`config.mk`:
```
export PLATFORM = sky130hd
export DESIGN_NAME = acc_stream_feeder
export DESIGN_NICKNAME = d
export VERILOG_FILES = /design/src/rtl/acc_pkg.sv /design/src/rtl/acc_feed_skid.sv /design/src/rtl/acc_stream_feeder.sv
export SDC_FILE = /design/constraint.sdc
export NUM_CORES = 1
export LEC_CHECK = 0
export ABC_AREA = 1
export CORE_MARGIN = 5
export CORE_UTILIZATION = 25
export CTS_CLUSTER_SIZE = 40
export DETAILED_ROUTE_END_ITERATION = 8
export PLACE_DENSITY = 0.57
export SLEW_MARGIN = 5
export SYNTH_ARGS = -nofsm -noshare
export SYNTH_HDL_FRONTEND = slang
export SYNTH_SLANG_ARGS = --single-unit
```
`constraint.sdc`:
```
create_clock -name i_clock -period 7.7 [get_ports i_clock]
set_input_delay 1.54 -clock i_clock [delete_from_list [all_inputs] [get_ports i_clock]]
set_output_delay 1.54 -clock i_clock [all_outputs]
set_load 0.02 [all_outputs]
```
`src/rtl/acc_pkg.sv`:
```
// Shared types and constants for the accelerator input-stream feeder.
// Path-select codes, feeder state encoding and default widths.
// No logic; imported by the feeder and its prefetch buffer.
package acc_pkg;

    localparam int DWIDTH_DEF     = 64;
    localparam int CTRL_WIDTH_DEF = DWIDTH_DEF / 8;
    localparam int AWIDTH_DEF     = 10;
    localparam int HDR_WORDS_DEF  = 5;

    localparam logic [1:0] PATH_ALU = 2'b00;
    localparam logic [1:0] PATH_ENC = 2'b01;
    localparam logic [1:0] PATH_DEC = 2'b10;

    typedef enum logic [1:0] {
        ST_IDLE  = 2'd0,
        ST_READ  = 2'd1,
        ST_DRAIN = 2'd2,
        ST_DONE  = 2'd3
    } feed_state_t;

endpackage

```
`src/rtl/acc_feed_skid.sv`:
```
// 2-entry show-ahead FIFO holding {ctrl,data} words returned by the packet SRAM.
// Latency: a push is visible on head the cycle after it is written.
// Backpressure: none internally; the caller keeps pushes within the 2-entry capacity.
module acc_feed_skid
    import acc_pkg::*;
#(
    parameter int WIDTH = DWIDTH_DEF + CTRL_WIDTH_DEF
) (
    input  logic             i_clock,
    input  logic             i_reset,
    input  logic             push,
    input  logic [WIDTH-1:0] push_dat,
    input  logic             pop,
    output logic [1:0]       count,
    output logic [WIDTH-1:0] head
);

    logic [WIDTH-1:0] mem [2];
    logic             wr_ptr;
    logic             rd_ptr;

    always_ff @(posedge i_clock or posedge i_reset) begin
        if (i_reset) begin
            mem[0] <= '0;
            mem[1] <= '0;
            wr_ptr <= 1'b0;
            rd_ptr <= 1'b0;
            count  <= 2'd0;
        end else begin
            if (push) begin
                mem[wr_ptr] <= push_dat;
                wr_ptr      <= ~wr_ptr;
            end
            if (pop) begin
                rd_ptr <= ~rd_ptr;
            end
            count <= count + {1'b0, push} - {1'b0, pop};
        end
    end

    assign head = mem[rd_ptr];

endmodule

```
`src/rtl/acc_stream_feeder.sv`:
```
// Reads one packet from the packet SRAM and streams it out as data/ctrl words with side-band.
// Latency: first word valid 2 cycles after start is accepted; then 1 word/cycle.
// Backpressure: out_rdy low stalls the stream; reads are throttled to the 2-entry prefetch buffer.
module acc_stream_feeder
    import acc_pkg::*;
#(
    parameter int DWIDTH     = DWIDTH_DEF,
    parameter int CTRL_WIDTH = DWIDTH / 8,
    parameter int AWIDTH     = AWIDTH_DEF,
    parameter int HDR_WORDS  = HDR_WORDS_DEF
) (
    input  logic                         i_clock,
    input  logic                         i_reset,
    input  logic                         i_start,
    input  logic [AWIDTH-1:0]            i_base_addr,
    input  logic [15:0]                  i_num_words,
    input  logic [1:0]                   i_path_sel,
    output logic                         o_busy,
    output logic                         o_done,
    output logic                         o_rd_en,
    output logic [AWIDTH-1:0]            o_rd_addr,
    input  logic [DWIDTH+CTRL_WIDTH-1:0] i_rd_data,
    output logic [DWIDTH-1:0]            out_data,
    output logic [CTRL_WIDTH-1:0]        out_ctrl,
    output logic                         out_wr,
    input  logic                         out_rdy,
    output logic [15:0]                  data_count,
    output logic                         inside_payload,
    output logic [1:0]                   path_sel
);

    feed_state_t state, state_nxt;

    logic [AWIDTH-1:0]            base_q;
    logic [15:0]                  len_q;
    logic [15:0]                  rd_idx;
    logic [15:0]                  xfer_cnt;
    logic [1:0]                   path_q;
    logic                         inflight;
    logic [1:0]                   fifo_cnt;
    logic [DWIDTH+CTRL_WIDTH-1:0] head;
    logic                         pop;
    logic                         rd_en;
    logic                         start_acc;
    logic                         last_rd;
    logic                         last_xfer;
    logic [2:0]                   occ;

    assign out_wr    = (fifo_cnt != 2'd0);
    assign pop       = out_wr & out_rdy;
    // Words already committed to the buffer once this cycle's pop leaves.
    assign occ       = {1'b0, fifo_cnt} + {2'b00, inflight} - {2'b00, pop};
    assign last_rd   = (rd_idx == len_q - 16'd1);
    assign last_xfer = pop && (xfer_cnt == len_q - 16'd1);

    always_comb begin
        state_nxt = state;
        rd_en     = 1'b0;
        start_acc = 1'b0;
        case (state)
            ST_IDLE: begin
                if (i_start) begin
                    start_acc = 1'b1;
                    state_nxt = (i_num_words == 16'd0) ? ST_DONE : ST_READ;
                end
            end
            ST_READ: begin
                if (occ < 3'd2) begin
                    rd_en = 1'b1;
                    if (last_rd) begin
                        state_nxt = ST_DRAIN;
                    end
                end
            end
            ST_DRAIN: begin
                if (last_xfer) begin
                    state_nxt = ST_DONE;
                end
            end
            ST_DONE: begin
                state_nxt = ST_IDLE;
            end
            default: begin
                state_nxt = ST_IDLE;
            end
        endcase
    end

    always_ff @(posedge i_clock or posedge i_reset) begin
        if (i_reset) begin
            state    <= ST_IDLE;
            base_q   <= '0;
            len_q    <= 16'd0;
            rd_idx   <= 16'd0;
            xfer_cnt <= 16'd0;
            path_q   <= PATH_ALU;
            inflight <= 1'b0;
        end else begin
            state    <= state_nxt;
            inflight <= rd_en;
            if (start_acc) begin
                base_q   <= i_base_addr;
                len_q    <= i_num_words;
                path_q   <= i_path_sel;
                rd_idx   <= 16'd0;
                xfer_cnt <= 16'd0;
            end else begin
                if (rd_en) begin
                    rd_idx <= rd_idx + 16'd1;
                end
                if (pop) begin
                    xfer_cnt <= xfer_cnt + 16'd1;
                end
            end
        end
    end

    acc_feed_skid #(
        .WIDTH(DWIDTH + CTRL_WIDTH)
    ) u_skid (
        .i_clock  (i_clock),
        .i_reset  (i_reset),
        .push     (inflight),
        .push_dat (i_rd_data),
        .pop      (pop),
        .count    (fifo_cnt),
        .head     (head)
    );

    assign o_busy         = (state != ST_IDLE);
    assign o_done         = (state == ST_DONE);
    assign o_rd_en        = rd_en;
    assign o_rd_addr      = base_q + rd_idx[AWIDTH-1:0];
    assign out_data       = head[DWIDTH-1:0];
    assign out_ctrl       = head[DWIDTH +: CTRL_WIDTH];
    assign data_count     = xfer_cnt;
    assign inside_payload = (xfer_cnt >= 16'(HDR_WORDS)) && out_wr;
    assign path_sel       = path_q;

endmodule

```
# == After elaboration in Yosys (flattened, before gate mapping) ==
# Cells that the tools add are included.
# op_classes
add_sub_neg,8
n_mux,20
n_reduce_logical,10
order_cmp,5
eq_ne,9
n_bitwise,5
# op_table
cell,n
$mux 72,4
$bwmux 144,1
$demux 72 s1,1
$mux 16,4
$add 16x1->16 const B,2
$eq 16x16->1,2
$ge 16x3->1 const B,1
$logic_not 16->1,1
$sub 16x1->16 const B,1
$add 10x10->10,1
$mux 2,5
$ne 2x2->1 const B,4
$pmux 2 s4,1
$reduce_bool 2->1,4
$eq 2x2->1 const B,2
$ge 2x2->1 const B,2
$mux 1,4
$not 1->2,2
$reduce_and 4->1,1
$add 2x1->3,1
$logic_and 1x1->1,3
$lt 3x2->1 const B,1
$sub 3x1->3,1
$add 2x1->2,1
6 further kinds,7
# totals
ff_bits,211
in_bits,104
wordCells,69
out_inout_bits,105

# == Depth between registers and ports, before layout ==
# Gate-level depths: netlist of the first run.
# logic_depth
ltp_word,8
depth_mapped,23
depth_no_buf,23

# == Hierarchy ==
# Synthesis of the first run repeated with hierarchy kept, for this count alone.
# hier_totals
cells_unflattened,1427
hier_area_um2,10939.2
# by_module_without_submodules
mod,cells_per_inst,area_per_inst_um2,instances
acc_feed_skid,789,6531.3,1
acc_stream_feeder,638,4408.0,1

# == Least setup slack after synthesis of the first run ==
# No wires, ideal clock.
# synth_timing
kind,input to output
startpoint,input port out_rdy
endpoint,output port o_rd_en
t_required_ns,6.160
path_slack_ns,2.936
t_arrival_ns,3.224
cell_stages,11
n_path_buf,0
path_cell_list,nand2_2 -> inv_1 -> ha_1 -> inv_1 -> ha_1 -> inv_1 -> fa_1 -> inv_1 -> nor2_2 -> nand3_2 -> inv_1
# synth_via
elab_chain_cells,5
# synth_lines
element,line,source
start: declaration,acc_stream_feeder.sv:26,"input logic out_rdy,"
$and 1x1->1,acc_stream_feeder.sv:50,assign pop = out_wr & out_rdy;
named net pop,acc_stream_feeder.sv:42,logic pop;
$sub 3x1->3,acc_stream_feeder.sv:52,"assign occ = {1'b0, fifo_cnt} + {2'b00, inflight} - {2'b00, pop};"
named net occ[1],acc_stream_feeder.sv:47,logic [2:0] occ;
$lt 3x2->1,acc_stream_feeder.sv:68,if (occ < 3'd2) begin
$mux 1,acc_stream_feeder.sv:68,
$mux 1,acc_stream_feeder.sv:60,case (state)
end: declaration,acc_stream_feeder.sv:20,"output logic o_rd_en,"
# The timed path passes the listed nets, and every way through them passes these cells.

# == Worst setup path after layout of the first run ==
# Ends and elaborated chain as after synthesis.

==> results of run 1 <==
## per-stage QoR
stage	instances	total power (W)	hold slack, ps
floorplan	1440	0.003733	452.9
global placement	2184	0.004963	465.1
detailed placement	2184	0.005019	473.0
CTS	2231	0.006371	487.4
global route	2231	0.006769	500.3
finish	2231	0.006271	481.8
## cells by family after synthesis
group           Yosys count
xor+xnor                 16
flops                   211
buf+inv                 227
fa+ha+maj                23
compound gates          223
simple gates            740
## routing by layer
layer  part of all wire, %  vias to the layer above  GRT usage (%)
met5                     0                        -              0
met1                    49                     4550          19.18
met3                   6.0                       49          2.652
met2                    43                      298          20.46
met4                   2.1                        0          3.182
li1                      -                     4917              -
## cell usage after synthesis
master and n:
sky130_fd_sc_hd__nand2_1 543, sky130_fd_sc_hd__dfrtp_1 211, sky130_fd_sc_hd__o21ai_0 183, sky130_fd_sc_hd__inv_1 165
sky130_fd_sc_hd__nand3_1 72, sky130_fd_sc_hd__nor2_1 54, sky130_fd_sc_hd__clkbuf_1 40, sky130_fd_sc_hd__a21oi_1 28
sky130_fd_sc_hd__ha_1 21, sky130_fd_sc_hd__nor3_1 20, sky130_fd_sc_hd__nand4_1 16, sky130_fd_sc_hd__buf_1 14
sky130_fd_sc_hd__xor2_1 10, sky130_fd_sc_hd__nor2_2 9, sky130_fd_sc_hd__nand2_2 7, sky130_fd_sc_hd__inv_2 6
sky130_fd_sc_hd__xnor2_1 6, sky130_fd_sc_hd__nor4_1 4, sky130_fd_sc_hd__nand3_2 3, sky130_fd_sc_hd__or2_2 3
sky130_fd_sc_hd__a21o_1 2, sky130_fd_sc_hd__a31oi_1 2, sky130_fd_sc_hd__buf_2 2, sky130_fd_sc_hd__fa_1 2
sky130_fd_sc_hd__nor2_4 2, sky130_fd_sc_hd__o21a_1 2, sky130_fd_sc_hd__o21ai_1 2, sky130_fd_sc_hd__a211oi_1 1
sky130_fd_sc_hd__a32o_1 1, sky130_fd_sc_hd__and2_1 1, sky130_fd_sc_hd__and3_1 1, sky130_fd_sc_hd__nand2_4 1
sky130_fd_sc_hd__nand3_4 1, sky130_fd_sc_hd__nor2_8 1, sky130_fd_sc_hd__nor3_4 1, sky130_fd_sc_hd__nor3b_1 1
sky130_fd_sc_hd__o211ai_1 1, sky130_fd_sc_hd__o31ai_1 1
## state kept, by name (all words and copies together) (netlist names)
register       count
u_skid.wr_ptr      1
u_skid.rd_ptr      1
path_sel           2
data_count        16
u_skid.count       2
state              2
base_q            10
rd_idx            16
u_skid.mem       144
inflight           1
len_q             16
## area by class of cell
| type | count | area share, % |
|---|---|---|
| flip-flops and latches | 211 | 36.70 |
| clock buffers | 37 | 5.095 |
| well taps | 585 | 5.086 |
| clock inverters | 10 | 1.269 |
| multi-input cells | 1002 | 32.50 |
| inverters | 171 | 4.513 |
| repair buffers | 215 | 14.83 |
## critical path: stages
cell,delay (ps)
sky130_fd_sc_hd__clkdlybuf4s50_1,470
sky130_fd_sc_hd__nand2_2,130
sky130_fd_sc_hd__inv_1,140
sky130_fd_sc_hd__ha_1,240
sky130_fd_sc_hd__inv_1,50
sky130_fd_sc_hd__ha_1,130
sky130_fd_sc_hd__inv_1,50
sky130_fd_sc_hd__fa_1,490
sky130_fd_sc_hd__inv_1,60
sky130_fd_sc_hd__nor2_2,130
sky130_fd_sc_hd__nand3_2,180
sky130_fd_sc_hd__inv_1,230
sky130_fd_sc_hd__clkdlybuf4s50_1,670
## cell usage in the layout, fill, tap and decap left out, drive strengths merged, types with 2 or more instances in the layout
| master | instances |
|---|---|
| or2 | 3 |
| nand4 | 16 |
| nor4 | 4 |
| o21a | 2 |
| nor3 | 21 |
| ha | 21 |
| fa | 2 |
| a21oi | 28 |
| nor2 | 66 |
| a21o | 2 |
| clkbuf | 37 |
| o21ai | 185 |
| clkinv | 4 |
| bufinv | 5 |
| dfrtp | 211 |
| nand3 | 76 |
| nand2 | 551 |
| inv | 172 |
| buf | 7 |
| a31oi | 2 |
| xnor2 | 6 |
| xor2 | 10 |
| clkdlybuf4s50 | 208 |
## how the worst max path moves through the flow
stage / end / slack, ps
after floorplan: base_q[0] / 390
after global placement: o_rd_en / 1680
after detailed placement: o_rd_en / 1660
after CTS: o_rd_en / 1640
after global routing: o_rd_en / 1430
final: o_rd_en / 1640
## power by group through the flow
stage               Sequential [W]  Combinational [W]  Clock (W)
floorplan                  0.00186            0.00187          0
global placement           0.00191            0.00305          0
detailed placement         0.00193            0.00309          0
CTS                        0.00191            0.00310    0.00135
global route               0.00198            0.00340    0.00139
finish                     0.00192            0.00305    0.00130
==> summary.log, run 1 <==
qor: status.status finished, final reports clean
qor: worst_hold_path.hold_path_depth 2
qor: timing.setup_repair_after_global_routing_missed_its_margin no
qor: clocking.cts.path.max_buffers 3
qor: placed_design.dp_worst_setup_slack 1659 ps
qor: route.drc_marker_count_from_the_first_detailed_route_iteration 692
qor: global_routing.initial_antenna_violation_count 0
qor: logic_synthesis.synth_cell_type_count 38
qor: logic_synthesis.yosys-mux-area-fraction 0%
qor: timing.max_slew_violation_count 0
qor: clocking.cts_root_buf sky130_fd_sc_hd__clkbuf_16
qor: route.vias_per_cell 4.399
qor: timing.report.final.hold_viol_count 0
qor: worst_setup_path.critPathKind primary input to primary output
qor: route.avgRoutedWirePerCell 14.45 um
qor: layout.synthesis_to_layout_area_growth 33.22%
qor: logic_synthesis.syn_nets 1,567
qor: power.pwr_density_cell 435.8 mW/mm^2
qor: worst_setup_path.timing.critical_path.required 6160 ps
qor: global_routing.grt_overflow 0
qor: run.max_cap_violations 0
qor: placed_design.hpwlAfterDp 22.59 mm
qor: clocking.cts_setup_buffers 0
qor: logic_synthesis.synth_top_area_share 48.88%
qor: power.combinational_group_share_of_total_power 48.7%
qor: global_routing.grt_first_pass_wirelength 51.62 mm
qor: worst_setup_path.regToRegStartpoint u_skid.count[1]
qor: worst_setup_path.setup.reg_to_reg.worst_slack 4220 ps
qor: power.p_sw_share 41.92%
qor: power.internal_power 0.003642 W
qor: layout.antenna-diode-count 0
qor: logic_synthesis.synth_top_family_by_area simple AND/OR/NAND/NOR gates
qor: clocking.post_cts_resized 0
qor: logic_synthesis.synth_compound_gate_area_share 10.56%
qor: worst_setup_path.startpoint out_rdy
qor: power.irDropWorstVdd 0.2163 mV
qor: placed_design.gp_routability_congestion 0.9126
qor: global_routing.number_of_global_route_vias_before_repair 9,560
qor: route.final_antenna_net_count 0
qor: clocking.insertion_delay 530 ps
qor: power.power.sequential.fraction 30.6%
qor: timing.worst_pin_slew 1032 ps
qor: logic_synthesis.synthDominantAreaCellType sky130_fd_sc_hd__dfrtp_1
qor: clocking.clkTransAtPathRegs 50 ps
qor: clocking.htreeDepth 1
qor: worst_setup_path.worst-endpoint-arrival 4520 ps
qor: logic_synthesis.netlist_instances 1,440
qor: global_routing.grt_max_degree 118
qor: worst_hold_path.worstHoldEndpoint u_skid.mem[26]
qor: placed_design.io_buffer_count 208
qor: timing.post-route-min-period 6062 ps
qor: worst_setup_path.reg2reg_to rd_idx[13]
qor: worst_setup_path.cp-start-kind primary input
qor: clocking.ctsHoldBuffers 0
qor: floorplan.placementRows 76
qor: power.share_of_power_burned_in_the_clock_network 20.7%
qor: power.power_spent_charging_and_discharging_nets 0.002629 W
qor: layout.utilization_after_layout 33.55%
qor: worst_setup_path.path_max_fanout 9
qor: timing.totalNegativeSetupSlack 0 ps
qor: floorplan.die_w 217.9 um
qor: timing.timing.final.ws_setup 1638 ps
qor: logic_synthesis.synth_xor_area_share 1.297%
qor: floorplan.core 0.04289 mm^2
qor: clocking.cts_inserted_buffers 26
qor: global_routing.overall_global_routing_resource_usage 13.25%
qor: layout.post_route_cells_drive_above_1_share 5.043%
qor: logic_synthesis.post_synth.cell_area_avg 7.501 um^2
qor: clocking.cts_tree yes
qor: logic_synthesis.synth_area 0.01080 mm^2
qor: timing.fin_worst_skew 9.474 ps
qor: timing.timing.final.setup_violations 0
qor: placed_design.placed_instance_area 0.01347 mm^2
qor: timing.timing.max_slew.rel_slack 31.02%
qor: worst_hold_path.worst_hold_path_type flop to flop
qor: floorplan.initial_utilization 25.19%
qor: logic_synthesis.ys.warnings.count 0
qor: timing.layout_worst_path_cycle_share 78.72%
qor: route.route.vias.total 9,814
qor: floorplan.floorplan.io_pins 209
qor: layout.n_fill_cell 4,515
qor: logic_synthesis.synth_top_cells_by_area sky130_fd_sc_hd__dfrtp_1 (49%), sky130_fd_sc_hd__nand2_1 (19%), sky130_fd_sc_hd__o21ai_0 (8.5%)
qor: timing.achievable-frequency 165.0 MHz
qor: layout.nets 1,754
qor: layout.multi_input_comb_area 0.004677 mm^2
qor: route.drt_drc_violations_left 0
qor: power.leakagePower 7.053 nW
qor: route.firstDrtPassIters 5
qor: logic_synthesis.synth.ff_latch_count 211
qor: floorplan.fp.dieH 217.9 um
qor: logic_synthesis.synth-simple-area-share 28.54%
qor: route.postRouteWirelength 32.25 mm
qor: logic_synthesis.seq_area_frac_synth 48.88%
qor: worst_hold_path.worst_hold_startpoint u_skid.mem[26]
qor: worst_setup_path.worstRegToRegCells 22
qor: layout.ff_latch_area 0.005281 mm^2
qor: worst_setup_path.timing.critical_path.to_type primary output
qor: layout.finalInstanceArea 0.01439 mm^2
qor: logic_synthesis.synthesized_area_fraction_occupied_by_adder_cells 2.803%
qor: floorplan.dieArea 0.04746 mm^2
qor: clocking.clock_sink_total 211
Power figures use the tool's default switching activity.
==> run 2: changes to the inputs <==
==> constraint.sdc (replaced) <==
create_clock -name i_clock -period 4.9 [get_ports i_clock]
set_input_delay 0.98 -clock i_clock [delete_from_list [all_inputs] [get_ports i_clock]]
set_output_delay 0.98 -clock i_clock [all_outputs]
set_load 0.02 [all_outputs]
==> summary.log, run 2 (synthesis results as in run 1) <==
qor: run.max_cap_violations 0 [unchanged]
qor: clocking.post_cts_resized 0 [unchanged]
qor: placed_design.hpwlAfterDp 22.49 mm [was 22.59 mm]
qor: layout.synthesis_to_layout_area_growth 33.66% [was 33.22%]
qor: global_routing.grt_overflow 0 [unchanged]
qor: clocking.clock_sink_total 211 [unchanged]
qor: clocking.cts_root_buf sky130_fd_sc_hd__clkbuf_16 [unchanged]
qor: layout.nets 1,758 [was 1,754]
qor: clocking.insertion_delay 540 ps [was 530 ps]
qor: global_routing.grt_max_degree 109 [was 118]
qor: timing.achievable-frequency 218.5 MHz
qor: floorplan.fp.dieH 217.9 um [unchanged]
qor: route.firstDrtPassIters 5 [unchanged]
qor: power.pwr_density_cell 682.3 mW/mm^2 [was 435.8 mW/mm^2]
qor: clocking.htreeDepth 1 [unchanged]
qor: timing.post-route-min-period 4577 ps
qor: floorplan.core 0.04289 mm^2 [unchanged]
qor: layout.registers.top_by_ff_count u_skid.mem [unchanged]
qor: clocking.cts_setup_buffers 0 [unchanged]
qor: worst_setup_path.timing.critical_path.to_type primary output [unchanged]
qor: floorplan.dieArea 0.04746 mm^2 [unchanged]
qor: worst_setup_path.timing.critical_path.required 3920 ps [was 6160 ps]
qor: clocking.cts.path.max_buffers 3 [unchanged]
qor: global_routing.initial_antenna_violation_count 0 [unchanged]
qor: layout.post_route_cells_drive_above_1_share 5.209% [was 5.043%]
qor: placed_design.gp_routability_congestion 0.9271 [was 0.9126]
qor: power.internal_power 0.005709 W [was 0.003642 W]
qor: worst_setup_path.critical-path-top-cell-by-count sky130_fd_sc_hd__inv_1 [unchanged]
qor: status.status finished, final reports clean [unchanged]
qor: power.combinational_group_share_of_total_power 48.9% [was 48.7%]
qor: power.power_spent_charging_and_discharging_nets 0.004142 W [was 0.002629 W]
qor: power.share_of_power_burned_in_the_clock_network 20.5% [was 20.7%]
qor: timing.setup_repair_after_global_routing_missed_its_margin no [unchanged]
qor: worst_setup_path.path_max_fanout 3 [was 9]
qor: layout.largest_reg_flops 144 [unchanged]
qor: timing.fin_worst_skew 14.40 ps [was 9.474 ps]
qor: floorplan.floorplan.io_pins 209 [unchanged]
qor: timing.timing.final.ws_setup 322.6 ps [was 1638 ps]
qor: route.drc_marker_count_from_the_first_detailed_route_iteration 638 [was 692]
qor: route.final_antenna_net_count 0 [unchanged]
qor: timing.totalNegativeSetupSlack 0 ps [unchanged]
qor: placed_design.dp_worst_setup_slack 326.9 ps [was 1659 ps]
qor: timing.timing.final.setup_violations 0 [unchanged]
qor: worst_setup_path.worst-endpoint-arrival 3600 ps [was 4520 ps]
qor: worst_setup_path.critPathKind primary input to primary output [unchanged]
qor: worst_setup_path.cp_cell_sequence clkdlybuf4s50_1, nand2_2, inv_1, ha_1, inv_1, ha_1, inv_1, fa_1, inv_1, nor2_2, nand3_2, inv_1, clkdlybuf4s50_1 [unchanged]
qor: route.avgRoutedWirePerCell 14.39 um [was 14.45 um]
qor: floorplan.initial_utilization 25.19% [unchanged]
qor: route.postRouteWirelength 32.18 mm [was 32.25 mm]
qor: route.vias_per_cell 4.403 [was 4.399]
qor: worst_setup_path.slowest_stage sky130_fd_sc_hd__clkdlybuf4s50_1 [unchanged]
qor: clocking.cts_tree yes [unchanged]
qor: clocking.cts_inserted_buffers 27 [was 26]
qor: timing.timing.max_slew.rel_slack 34.29% [was 31.02%]
qor: worst_hold_path.worst_hold_path_type flop to flop [unchanged]
qor: worst_setup_path.slowest_delay 630 ps [was 670 ps]
qor: floorplan.placementRows 76 [unchanged]
qor: route.route.vias.total 9,846 [was 9,814]
qor: power.leakagePower 7.067 nW [was 7.053 nW]
qor: global_routing.overall_global_routing_resource_usage 13.29% [was 13.25%]
qor: worst_setup_path.cp-start-kind primary input [unchanged]
qor: clocking.clkTransAtPathRegs 50 ps [about the same]
qor: floorplan.die_w 217.9 um [unchanged]
qor: layout.layout_common_cells sky130_fd_sc_hd__nand2_1 (542), sky130_fd_sc_hd__dfrtp_1 (210), sky130_fd_sc_hd__clkdlybuf4s50_1 (208) [unchanged]
qor: layout.layout.cells.most_common sky130_fd_sc_hd__nand2_1 [unchanged]
qor: layout.antenna-diode-count 0 [unchanged]
qor: route.drt_drc_violations_left 0 [unchanged]
qor: global_routing.number_of_global_route_vias_before_repair 9,720 [was 9,560]
qor: power.p_sw_share 42.05% [was 41.92%]
qor: clocking.ctsHoldBuffers 0 [unchanged]
qor: power.irDropWorstVdd 0.3613 mV [was 0.2163 mV]
qor: timing.worst_pin_slew 985.6 ps [was 1032 ps]
qor: timing.layout_worst_path_cycle_share 93.42%
qor: layout.utilization_after_layout 33.67% [was 33.55%]
qor: placed_design.io_buffer_count 208 [unchanged]
qor: power.power.sequential.fraction 30.6% [about the same]
qor: layout.n_fill_cell 4,529 [was 4,515]
qor: global_routing.grt_first_pass_wirelength 52.03 mm [was 51.62 mm]
qor: worst_setup_path.setup.reg_to_reg.worst_slack 1600 ps [was 4220 ps]
qor: timing.max_slew_violation_count 0 [unchanged]
qor: timing.report.final.hold_viol_count 0 [unchanged]
run 2: cell count changes in the layout (fill, tap and decap cells not counted), sizes merged:
cell | previous run | this run
clkbuf | 37 | 43
buf | 7 | 10
clkinv | 4 | 1
bufinv | 5 | 3
clkinvlp | 0 | 2
inv | 172 | 171
run 2: final cells by class:
class                      count  area, um^2  share of cell area, %
clock buffer                  43       795.8                  5.512
clock inverter                 6       111.4                 0.7713
inverter                     171       645.6                  4.472
multi-input combinational   1002        4677                  32.39
sequential                   211        5281                  36.58
tap                          585       732.0                  5.070
timing repair buffer         218        2195                  15.20
run 2: power groups by stage:
stage / combinational [W] / sequential (W) / clock [W]
floorplan: 0.00294 / 0.00292 / 0
global placement: 0.00483 / 0.00300 / 0
detailed placement: 0.00489 / 0.00303 / 0
CTS: 0.00491 / 0.00301 / 0.00208
global route: 0.00539 / 0.00312 / 0.00215
finish: 0.00482 / 0.00301 / 0.00202
run 2: worst paths after layout:
kind / from / endpoint / cells past startpoint
max in group asynchronous: i_reset / u_skid.mem[115] / 3
worst min-delay path: u_skid.mem[18] / u_skid.mem[18] / 2
worst min register to register: u_skid.mem[18] / u_skid.mem[18] / 2
worst max-delay path: out_rdy / o_rd_en / 13
min in group asynchronous: i_reset / u_skid.mem[85] / 3
worst max register to register: u_skid.count[1] / rd_idx[13] / 23
run 2: stage by stage:
stage | power (W) | cell area [um^2] | instances | hold WS, ps
2_1_floorplan | 0.005867 | 10810 | 1440 | 452.9
3_3_place_gp | 0.007829 | 13530 | 2187 | 465.3
3_5_place_dp | 0.007920 | 13530 | 2187 | 472.7
4_1_cts | 0.01000 | 14440 | 2236 | 487.0
5_1_grt | 0.01065 | 14440 | 2236 | 501.7
6_report | 0.009851 | 14440 | 2236 | 482.3
run 2: layer usage:
layer | share of wire [%] | global-route usage, %
met3 | 6.4 | 3.235
met4 | 2.5 | 3.182
met5 | 0 | 0
met1 | 47 | 18.45
met2 | 44 | 21.05
run 2: critical path, delay by kind of cell:
family / cells / cell delay (ps)
fa+ha+maj: 3 / 850
buf+inv: 7 / 1490
simple gates: 3 / 270
==> run 3: changes to the inputs <==
--- a/config.mk
+++ b/config.mk
@@ -8,7 +8,6 @@
 export ABC_AREA = 1
 export CORE_MARGIN = 5
 export CORE_UTILIZATION = 25
-export CTS_CLUSTER_SIZE = 40
 export DETAILED_ROUTE_END_ITERATION = 8
 export PLACE_DENSITY = 0.57
 export SLEW_MARGIN = 5
==> results of run 3 <==
No change in the layout: final DEF, timing and power equal those of run 2.
